--- src/rtl/fir_decim_avg.sv ---
`default_nettype none
// ============================================================================
//  Module   : fir_decim_avg
//  Purpose  : Decimating boxcar averager behind the pre-emphasis FIR. Every
//             N = 2^LOG2N qualified input samples are summed and divided by
//             N, rounding half toward +inf. Each result goes into a small
//             FIFO that is drained over a valid/ready handshake. A result
//             that arrives while the FIFO is full and not being popped is
//             dropped, and the sticky ovf flag is set.
//  Revision : 1.0  initial release
// ----------------------------------------------------------------------------
//  Ports
//    clk      in   1          rising-edge clock
//    rst      in   1          asynchronous reset, active low
//    en       in   1          x carries a valid FIR sample this cycle
//    x        in   DW         signed FIR sample (Q1.10 for DW=12)
//    y        out  DW         signed decimated sample at the FIFO head
//    y_valid  out  1          FIFO holds at least one sample
//    y_ready  in   1          consumer takes y this cycle
//    level    out  log2(D)+1  FIFO occupancy, 0..DEPTH
//    ovf      out  1          sticky: a decimated sample was dropped
//    clr_ovf  in   1          synchronous clear of ovf (a new drop wins)
// ============================================================================
module fir_decim_avg #(
  parameter int DW    = 12,
  parameter int LOG2N = 2,
  parameter int DEPTH = 4
) (
  input  logic                     clk,
  input  logic                     rst,
  input  logic                     en,
  input  logic [DW-1:0]            x,
  output logic [DW-1:0]            y,
  output logic                     y_valid,
  input  logic                     y_ready,
  output logic [$clog2(DEPTH):0]   level,
  output logic                     ovf,
  input  logic                     clr_ovf
);

  localparam int PTRW = $clog2(DEPTH);
  localparam int LW   = PTRW + 1;

  // Asserted on the cycle that carries the last sample of a group; result
  // is the rounded average of that group, valid in the same cycle.
  logic          group_done;
  logic [DW-1:0] result;

  // --------------------------------------------------------------------------
  // Averaging front end
  // --------------------------------------------------------------------------
  generate
    if (LOG2N > 0) begin : g_avg
      localparam int AW = DW + LOG2N;
      // Half an LSB of the output, added before the shift so the arithmetic
      // shift rounds half toward +inf instead of truncating toward -inf.
      localparam logic signed [AW-1:0] HALF = AW'(1) <<< (LOG2N - 1);

      logic        [LOG2N-1:0] phase;
      logic signed [AW-1:0]    acc;
      logic signed [AW-1:0]    x_ext;
      logic signed [AW-1:0]    base;
      logic signed [AW-1:0]    sum;
      logic signed [AW-1:0]    rounded;
      logic                    unused_frac;

      assign x_ext = $signed({{LOG2N{x[DW-1]}}, x});

      // The first sample of a group starts from zero rather than the stale
      // accumulator, so the same adder serves both the load and accumulate
      // cases and also produces the completed group sum with the current x.
      assign base    = (phase == '0) ? '0 : acc;
      assign sum     = base + x_ext;
      assign rounded = sum + HALF;

      // Taking the top DW bits is the arithmetic shift by LOG2N. The sum of
      // N in-range samples plus HALF cannot leave AW bits, and the shifted
      // value always lands back inside the DW-bit range.
      assign result      = rounded[AW-1:LOG2N];
      assign unused_frac = ^rounded[LOG2N-1:0];

      // N is a power of two, so the last phase is all ones and the counter
      // wraps to zero by itself.
      assign group_done = en && (&phase);

      always_ff @(posedge clk or negedge rst) begin
        if (!rst) begin
          phase <= '0;
          acc   <= '0;
        end else if (en) begin
          phase <= phase + 1'b1;
          acc   <= sum;
        end
      end
    end else begin : g_pass
      // N = 1: every qualified sample is its own group.
      assign result     = x;
      assign group_done = en;
    end
  endgenerate

  // --------------------------------------------------------------------------
  // Output FIFO
  // --------------------------------------------------------------------------
  logic [DW-1:0]   mem [DEPTH];
  logic [PTRW-1:0] wr_ptr;
  logic [PTRW-1:0] rd_ptr;
  logic [PTRW-1:0] rd_next;
  logic [LW-1:0]   count;
  logic            full;
  logic            pop;
  logic            push_ok;
  logic            drop;

  assign full    = (count == LW'(DEPTH));
  assign pop     = y_valid && y_ready;
  // A pop in the same cycle frees the slot the push needs, so a full FIFO
  // still accepts the result when the consumer is draining it.
  assign push_ok = group_done && (!full || pop);
  assign drop    = group_done && full && !pop;
  assign rd_next = rd_ptr + 1'b1;

  assign y_valid = (count != '0);
  assign level   = count;

  // Storage is never reset; count guards every read of it.
  always_ff @(posedge clk) begin
    if (push_ok) begin
      mem[wr_ptr] <= result;
    end
  end

  always_ff @(posedge clk or negedge rst) begin
    if (!rst) begin
      wr_ptr <= '0;
      rd_ptr <= '0;
      count  <= '0;
    end else begin
      if (push_ok) begin
        wr_ptr <= wr_ptr + 1'b1;
      end
      if (pop) begin
        rd_ptr <= rd_next;
      end
      case ({push_ok, pop})
        2'b10:   count <= count + 1'b1;
        2'b01:   count <= count - 1'b1;
        default: count <= count;
      endcase
    end
  end

  // y is a register that tracks the head entry. It only changes when the
  // head changes, so it keeps its last value once the FIFO drains and there
  // is no combinational path from y_ready to y.
  always_ff @(posedge clk or negedge rst) begin
    if (!rst) begin
      y <= '0;
    end else if (pop) begin
      if (count > LW'(1)) begin
        // The next-oldest entry becomes head. A simultaneous push writes
        // the slot at wr_ptr, which is never rd_next while count > 1.
        y <= mem[rd_next];
      end else if (push_ok) begin
        // The only entry leaves and the new result becomes head.
        y <= result;
      end
    end else if ((count == '0) && push_ok) begin
      y <= result;
    end
  end

  // Sticky overflow flag; a drop in the same cycle beats the clear.
  always_ff @(posedge clk or negedge rst) begin
    if (!rst) begin
      ovf <= 1'b0;
    end else if (drop) begin
      ovf <= 1'b1;
    end else if (clr_ovf) begin
      ovf <= 1'b0;
    end
  end

endmodule
`default_nettype wire

--- config.mk ---
export PLATFORM = sky130hd
export DESIGN_NAME = fir_decim_avg
export DESIGN_NICKNAME = d
export VERILOG_FILES = /design/src/rtl/fir_decim_avg.sv
export SDC_FILE = /design/constraint.sdc
export NUM_CORES = 1
export LEC_CHECK = 0
export ABC_AREA = 1
export BUFFER_PORTS_ARGS = -buffer_cell sky130_fd_sc_hd__buf_2
export CAP_MARGIN = 0
export CORE_ASPECT_RATIO = 1.4
export CORE_UTILIZATION = 65
export CTS_BUF_LIST = sky130_fd_sc_hd__clkbuf_2 sky130_fd_sc_hd__clkbuf_4 sky130_fd_sc_hd__clkbuf_8
export CTS_CLUSTER_DIAMETER = 150
export CTS_CLUSTER_SIZE = 40
export DETAILED_ROUTE_END_ITERATION = 16
export HOLD_SLACK_MARGIN = 0.05
export PLACE_DENSITY = 0.87
export RECOVER_POWER = 50
export SLEW_MARGIN = 20
export SYNTH_ARGS = -nofsm -noshare
export SYNTH_HDL_FRONTEND = slang
export SYNTH_SLANG_ARGS = --single-unit
--- constraint.sdc ---
create_clock -name clk -period 8.6 [get_ports clk]
set_input_delay 0.43 -clock clk [delete_from_list [all_inputs] [get_ports clk]]
set_output_delay 0.43 -clock clk [all_outputs]
set_load 0.01 [all_outputs]
## Word level (Yosys, flattened, before mapping)

Memory sizes are Yosys's and may differ from the RTL's.
Index checks and enable logic that the tools add are counted.

| cells by class | value |
|---|---|
| add/sub/neg operators | 7 |
| multiply operators | 0 |
| divide/modulo/power cells | 0 |
| magnitude comparators | 1 |
| equal/unequal tests | 4 |
| shift operators | 0 |
| muxes and demuxes | 10 |
| bitwise gates (word level) | 0 |
| reductions and logical operators | 17 |

Operators with widths:

| cell | number |
|---|---|
| $mux W12 | 4 |
| $add A14 B12 Y14 | 1 |
| $add A14 B3 Y14 const B | 1 |
| $mux W14 | 1 |
| $add A2 B1 Y2 const B | 3 |
| $logic_and A1 B1 Y1 | 6 |
| $pmux W3 S2 | 1 |
| $reduce_bool A2 Y1 | 3 |
| $mux W1 | 4 |
| $reduce_and A2 Y1 | 2 |
| $add A3 B1 Y3 const B | 1 |
| $eq A3 B3 Y1 const B | 1 |
| $gt A3 B1 Y1 const B | 1 |
| $logic_not A3 Y1 | 1 |
| $ne A3 B1 Y1 const B | 1 |
| $reduce_bool A3 Y1 | 1 |
| $sub A3 B1 Y3 const B | 1 |
| $eq A2 B1 Y1 const B | 1 |
| $eq A2 B2 Y1 const B | 1 |
| $logic_not A1 Y1 | 2 |
| $logic_not A2 Y1 | 1 |
| $logic_or A1 B1 Y1 | 1 |

| storage, ports and cells | value |
|---|---|
| bits in registers | 36 |
| latch bits | 0 |
| bits in writable memories | 48 |
| bits in read-only memories | 0 |
| input port bits | 17 |
| word-level logic and storage cells | 47 |
| memories | 1 |

Memories:

| name | depth | bits a word | read ports | clocked after memory_dff | wr ports | RTL line | RTL |
|---|---|---|---|---|---|---|---|
| mem | 4 | 12 | 1 | 0 | 1 | 105 | `logic [DW-1:0] mem [DEPTH];` |

## Longest topological paths before layout

| depth | value |
|---|---|
| depth in word-level cells | 7 |
| gate-level depth with buffers | 20 |
| mapped depth without buffers | 20 |

## Worst setup path after synthesis

No wires, ideal clock.

| timing | value |
|---|---|
| kind | reg2reg |
| start | register g_avg.phase[0] |
| end | memory mem[0][7], data pin |
| setup time | 0.265 ns |
| arrival time | 2.650 ns |
| path slack | 5.686 ns |
| stages on the path, launching flop included | 15 |
| clock period less this slack | 2.914 ns |
| cells stage by stage | dfrtp_1 inv_1 ha_1 clkbuf_1 nor2_1 fa_1 xor2_1 ha_1 nand3_1 nor2_2 nand2_2 nor2_2 nand3_1 xor2_1 inv_1 |

| between the ends | value |
|---|---|
| word-level cells in the longest chain between the ends | 4 |

RTL lines:

| what | RTL line | RTL |
|---|---|---|
| start, declared | 59 | `logic [LOG2N-1:0] phase;` |
| start signal, assigned | 91 | `phase <= phase + 1'b1;` |
| $logic_not A2 Y1 | 72 | `assign base = (phase == '0) ? '0 : acc;` |
| $mux W14 | 72 |  |
| $add A14 B12 Y14 | 73 | `assign sum = base + x_ext;` |
| named net g_avg.sum[2] | 63 | `logic signed [AW-1:0] sum;` |
| $add A14 B3 Y14 | 74 | `assign rounded = sum + HALF;` |
| named net g_avg.rounded[9] | 64 | `logic signed [AW-1:0] rounded;` |
| end, declared | 105 |  |

The timed path passes the listed nets, and every way through them passes these cells.

## Worst setup path in the final report

| timing | value |
|---|---|
| start | register g_avg.phase[0] |
| end | memory mem[2][9], data pin |

Same word-level chain as after synthesis.

==> results by group <==
Power and ir drop
  • Cell area power density: 413.6 nW/µm²
  • Leakage: 2.404 nW
  • Peak VDD IR: 0.3068 mV
  • Tot Pwr: approximately 2.1 mW

STA
  • Final hold slack: 277.1 ps
  • Final hold viol count: 0
  • Slew @ Worst Pin: 2060 ps
  • Worst Skew: 11.98 ps
  • Fin Setup TNS: 0 ps
  • Pins Over Slew Limit: 37
  • Max_slew headroom: -0.3734
  • Final Cycle Share: 0.3927
  • Fin worst setup slack: 5223 ps
  • Post-layout min period: ~3400 ps
  • FMAX: 296.1 MHz
  • Unrepaired setup endpoints after global routing: no
  • Final setup violation count: 0

Critical path
  • Slowest stage delay, CP: around 450 ps
  • Crit-path cells: inv_1 -> ha_1 -> nor2_1 -> ha_1 -> fa_1 -> xor2_1 -> ha_1 -> nand3_1 -> nor2_2 -> nand2_2 -> nor3_4 -> nand2_1 -> nand2_1 -> nand2_1
  • Critical path's top delay family: adder cells
  • Worst r2r src: g_avg.phase[0]$_DFFE_PN0P_
  • Startpoint Class: flip-flop
  • Slowest-stage cell, CP: ha_1
  • CP Class: reg2reg
  • Crit path capture type: flip-flop
  • Number of cells on the worst reg-to-reg path: 14
  • Crit path arrival time: roughly 3500 ps
  • Flop2flop setup slack: 5220 ps
  • CP required: slightly below 9000 ps
  • Worst path bufs/invs: 1
  • End of the worst register-to-register path: mem[2][9]$_DFFE_PP_
  • Critical path peak fanout: 14

Logic synthesis
  • Yosys warns: 0
  • Ys flop type: edfxtp_1
  • Compound-Gate Fraction of Synth Area: 0.09789
  • Adder-cell share of the synthesized area: 0.06828
  • Syn Std Cell Area: 4691 µm²
  • Syn nets: 581
  • Fraction of the yosys area taken by sequential cells: 0.4993
  • Cell variety after synth: 42
  • Syn avg cell area: 8.703 µm²
  • Largest family of logic cells by synthesized area: simple AND/OR/NAND/NOR gates
  • Simple logic cell fraction of the synthesized area: 0.2350
  • Post-synthesis mux area share: 0
  • Xor/xnor share of the synthesized area: 0.02427
  • Seq cells post-synth: 84
  • Async SR Flop Fraction: 0.4286
  • Synth Instances: 539
  • Post-synth EDFFs: 48

CTS
  • Post-CTS setup buffers: 0
  • CTS Buffer Depth: 2
  • Hold_buf cts: 0
  • CTS tree: yes
  • Total clock buffers created by CTS: 9
  • Root buffer cell: clkbuf_8
  • Clk sink count: 84
  • Worst skew pair latency: 360 ps
  • Resized cells post-CTS: 0
  • Reg clk slew, reported paths: 80 ps
  • H-tree Lvls: 3

Global route
  • Global-route wire length before repair: 16100 µm
  • Vias in the first global route: 3554
  • Grt met3 use: 0.05474
  • Initial antenna violation count: 0
  • GRT overflow: 0
  • M1 GR Usage: 0.3380
  • GR Util met2: 0.5187
  • Total GRT Usage: 0.2881
  • Pin count of the biggest net entering global routing: 37
  • Gr busiest metal: met2

Min path
  • Min-Delay Path Depth: 2
  • Hold Path Class: in2reg
  • Min-Delay Startpoint: clr_ovf
  • WHS Endpoint: ovf$_DFFE_PN0P_

Placed design
  • Placed insts: 654
  • Worst slack, placed: 5286 ps
  • RD Place Congestion: 0.8478
  • Port Buffers: 33
  • Dpl cell area: 4907 µm²
  • DP Wirelength: 6997 µm

Finish
  • Fill count: 513
  • Fin cells: 670
  • Nets: between 600 and 700
  • Commonest non-fill, non-tap cells in the layout: nand2_1 (155), inv_1 (75), edfxtp_1 (48)
  • Layout cell share with drive strength beyond 1: 0.09391
  • Fin util: 0.7242
  • Final instance area: 5056 µm²
  • Antenna cells: 0
  • Commonest non-fill, non-tap cell in the layout: nand2_1
  • Area growth syn-to-layout: 7.789%

Drt
  • ANT nets after route: 0
  • Drt drc: 0
  • Vias per inst: 5.382
  • Via count: 3606
  • TritonRoute pass-1 iters: 6
  • Routed len/inst: 14.45 µm
  • Total Wirelength: 9679 µm
  • Initial drt markers: between 200 and 250

Floorplan
  • Core Area: ~7000 µm²
  • Die Ht: 102.5 µm
  • IO Count: 34
  • Die area: 7565 µm²
  • Initial Util: 0.6719
  • Site Rows: 36
  • Die X: 73.80 µm

Status
  • Failing checks: capacitance limit, slew limit
  • Outcome: finished, violations left

Flow run
  • Max Cap Viol: 1
## cell type report
class | instances | area (µm²) | share of cell area
Clock buffer | 15 | 181.4 | 0.03588
Inverter | 76 | 285.3 | 0.05642
Tap cell | 95 | 118.9 | 0.02351
Sequential cell | 84 | 2342 | 0.4633
Multi-Input combinational cell | 366 | 1978 | 0.3912
Clock inverter | 1 | 7.507 | 0.001485
Timing Repair Buffer | 33 | 142.6 | 0.02821
## state kept, by name, summed over array words and instances (netlist names)
| signal | count |
|---|---|
| y | 12 |
| g_avg.acc | 14 |
| rd_ptr | 2 |
| wr_ptr | 2 |
| g_avg.phase | 2 |
| mem | 48 |
| level | 3 |
| ovf | 1 |
## worst reg2reg max path: stages (launching register included)
cell	delay, ps
dfrtp_1	410
inv_1	70
ha_1	450
nor2_1	120
ha_1	250
fa_1	420
xor2_1	270
ha_1	240
nand3_1	100
nor2_2	120
nand2_2	120
nor3_4	270
nand2_1	70
nand2_1	80
nand2_1	110
## per-layer routing
metal  share of wire  wire length (µm)
met2            0.54              5209
met5               0                 0
met4           0.016               157
met1            0.41              3923
met3           0.040               389
## cell families (layout without fill, tap and decap cells)
kind of cell,Yosys count,count (layout)
AO/OA/AOI/OAI,83,83
XOR/XNOR,13,13
adder cells (fa/ha/maj),25,25
buffers and inverters,89,125
flip-flops,84,84
AND/OR/NAND/NOR,245,245
## how the worst max path moves through the flow
stage | cells after the start | from | to | slack [ps]
finish | 14 | g_avg.phase[0]$_DFFE_PN0P_ | mem[2][9]$_DFFE_PP_ | 5220
global route | 14 | g_avg.phase[0]$_DFFE_PN0P_ | mem[3][7]$_DFFE_PP_ | 4950
CTS | 14 | g_avg.phase[0]$_DFFE_PN0P_ | mem[2][9]$_DFFE_PP_ | 5250
detailed placement | 14 | g_avg.phase[0]$_DFFE_PN0P_ | mem[1][9]$_DFFE_PP_ | 5290
global placement | 14 | g_avg.phase[0]$_DFFE_PN0P_ | mem[0][7]$_DFFE_PP_ | 5440
floorplan | 14 | g_avg.phase[0]$_DFFE_PN0P_ | mem[0][7]$_DFFE_PP_ | 5690
## power by group
part / switching [mW] / internal [mW] / leakage (nW)
sequential: 0.0810 / 0.634 / 0.868
combinational: 0.761 / 0.350 / 1.44
clock: 0.131 / 0.134 / 0.0976
## synthesized netlist by cell type, types with 2 or more instances
library cell,n,area [µm²]
xnor2_1,2,17.52
ha_1,24,300.3
inv_2,2,7.510
o21bai_1,2,15.01
nor2_2,5,31.28
o21ai_1,2,10.01
nor2_4,2,22.52
nand2_4,3,33.78
a21o_1,2,15.01
xor2_1,11,96.34
a21oi_1,24,120.1
a22o_1,3,26.28
nand4_1,5,31.28
o21ai_0,41,205.2
o211ai_1,2,15.01
nand2_2,8,50.05
inv_1,74,277.8
nor2_1,32,120.1
a31oi_1,2,12.51
edfxtp_1,48,1441
clkbuf_1,9,33.78
nand3_1,28,140.1
nand2_1,153,574.3
nand3_4,2,35.03
dfrtp_1,36,900.9
Note: power is estimated with default switching activity, not from simulation.
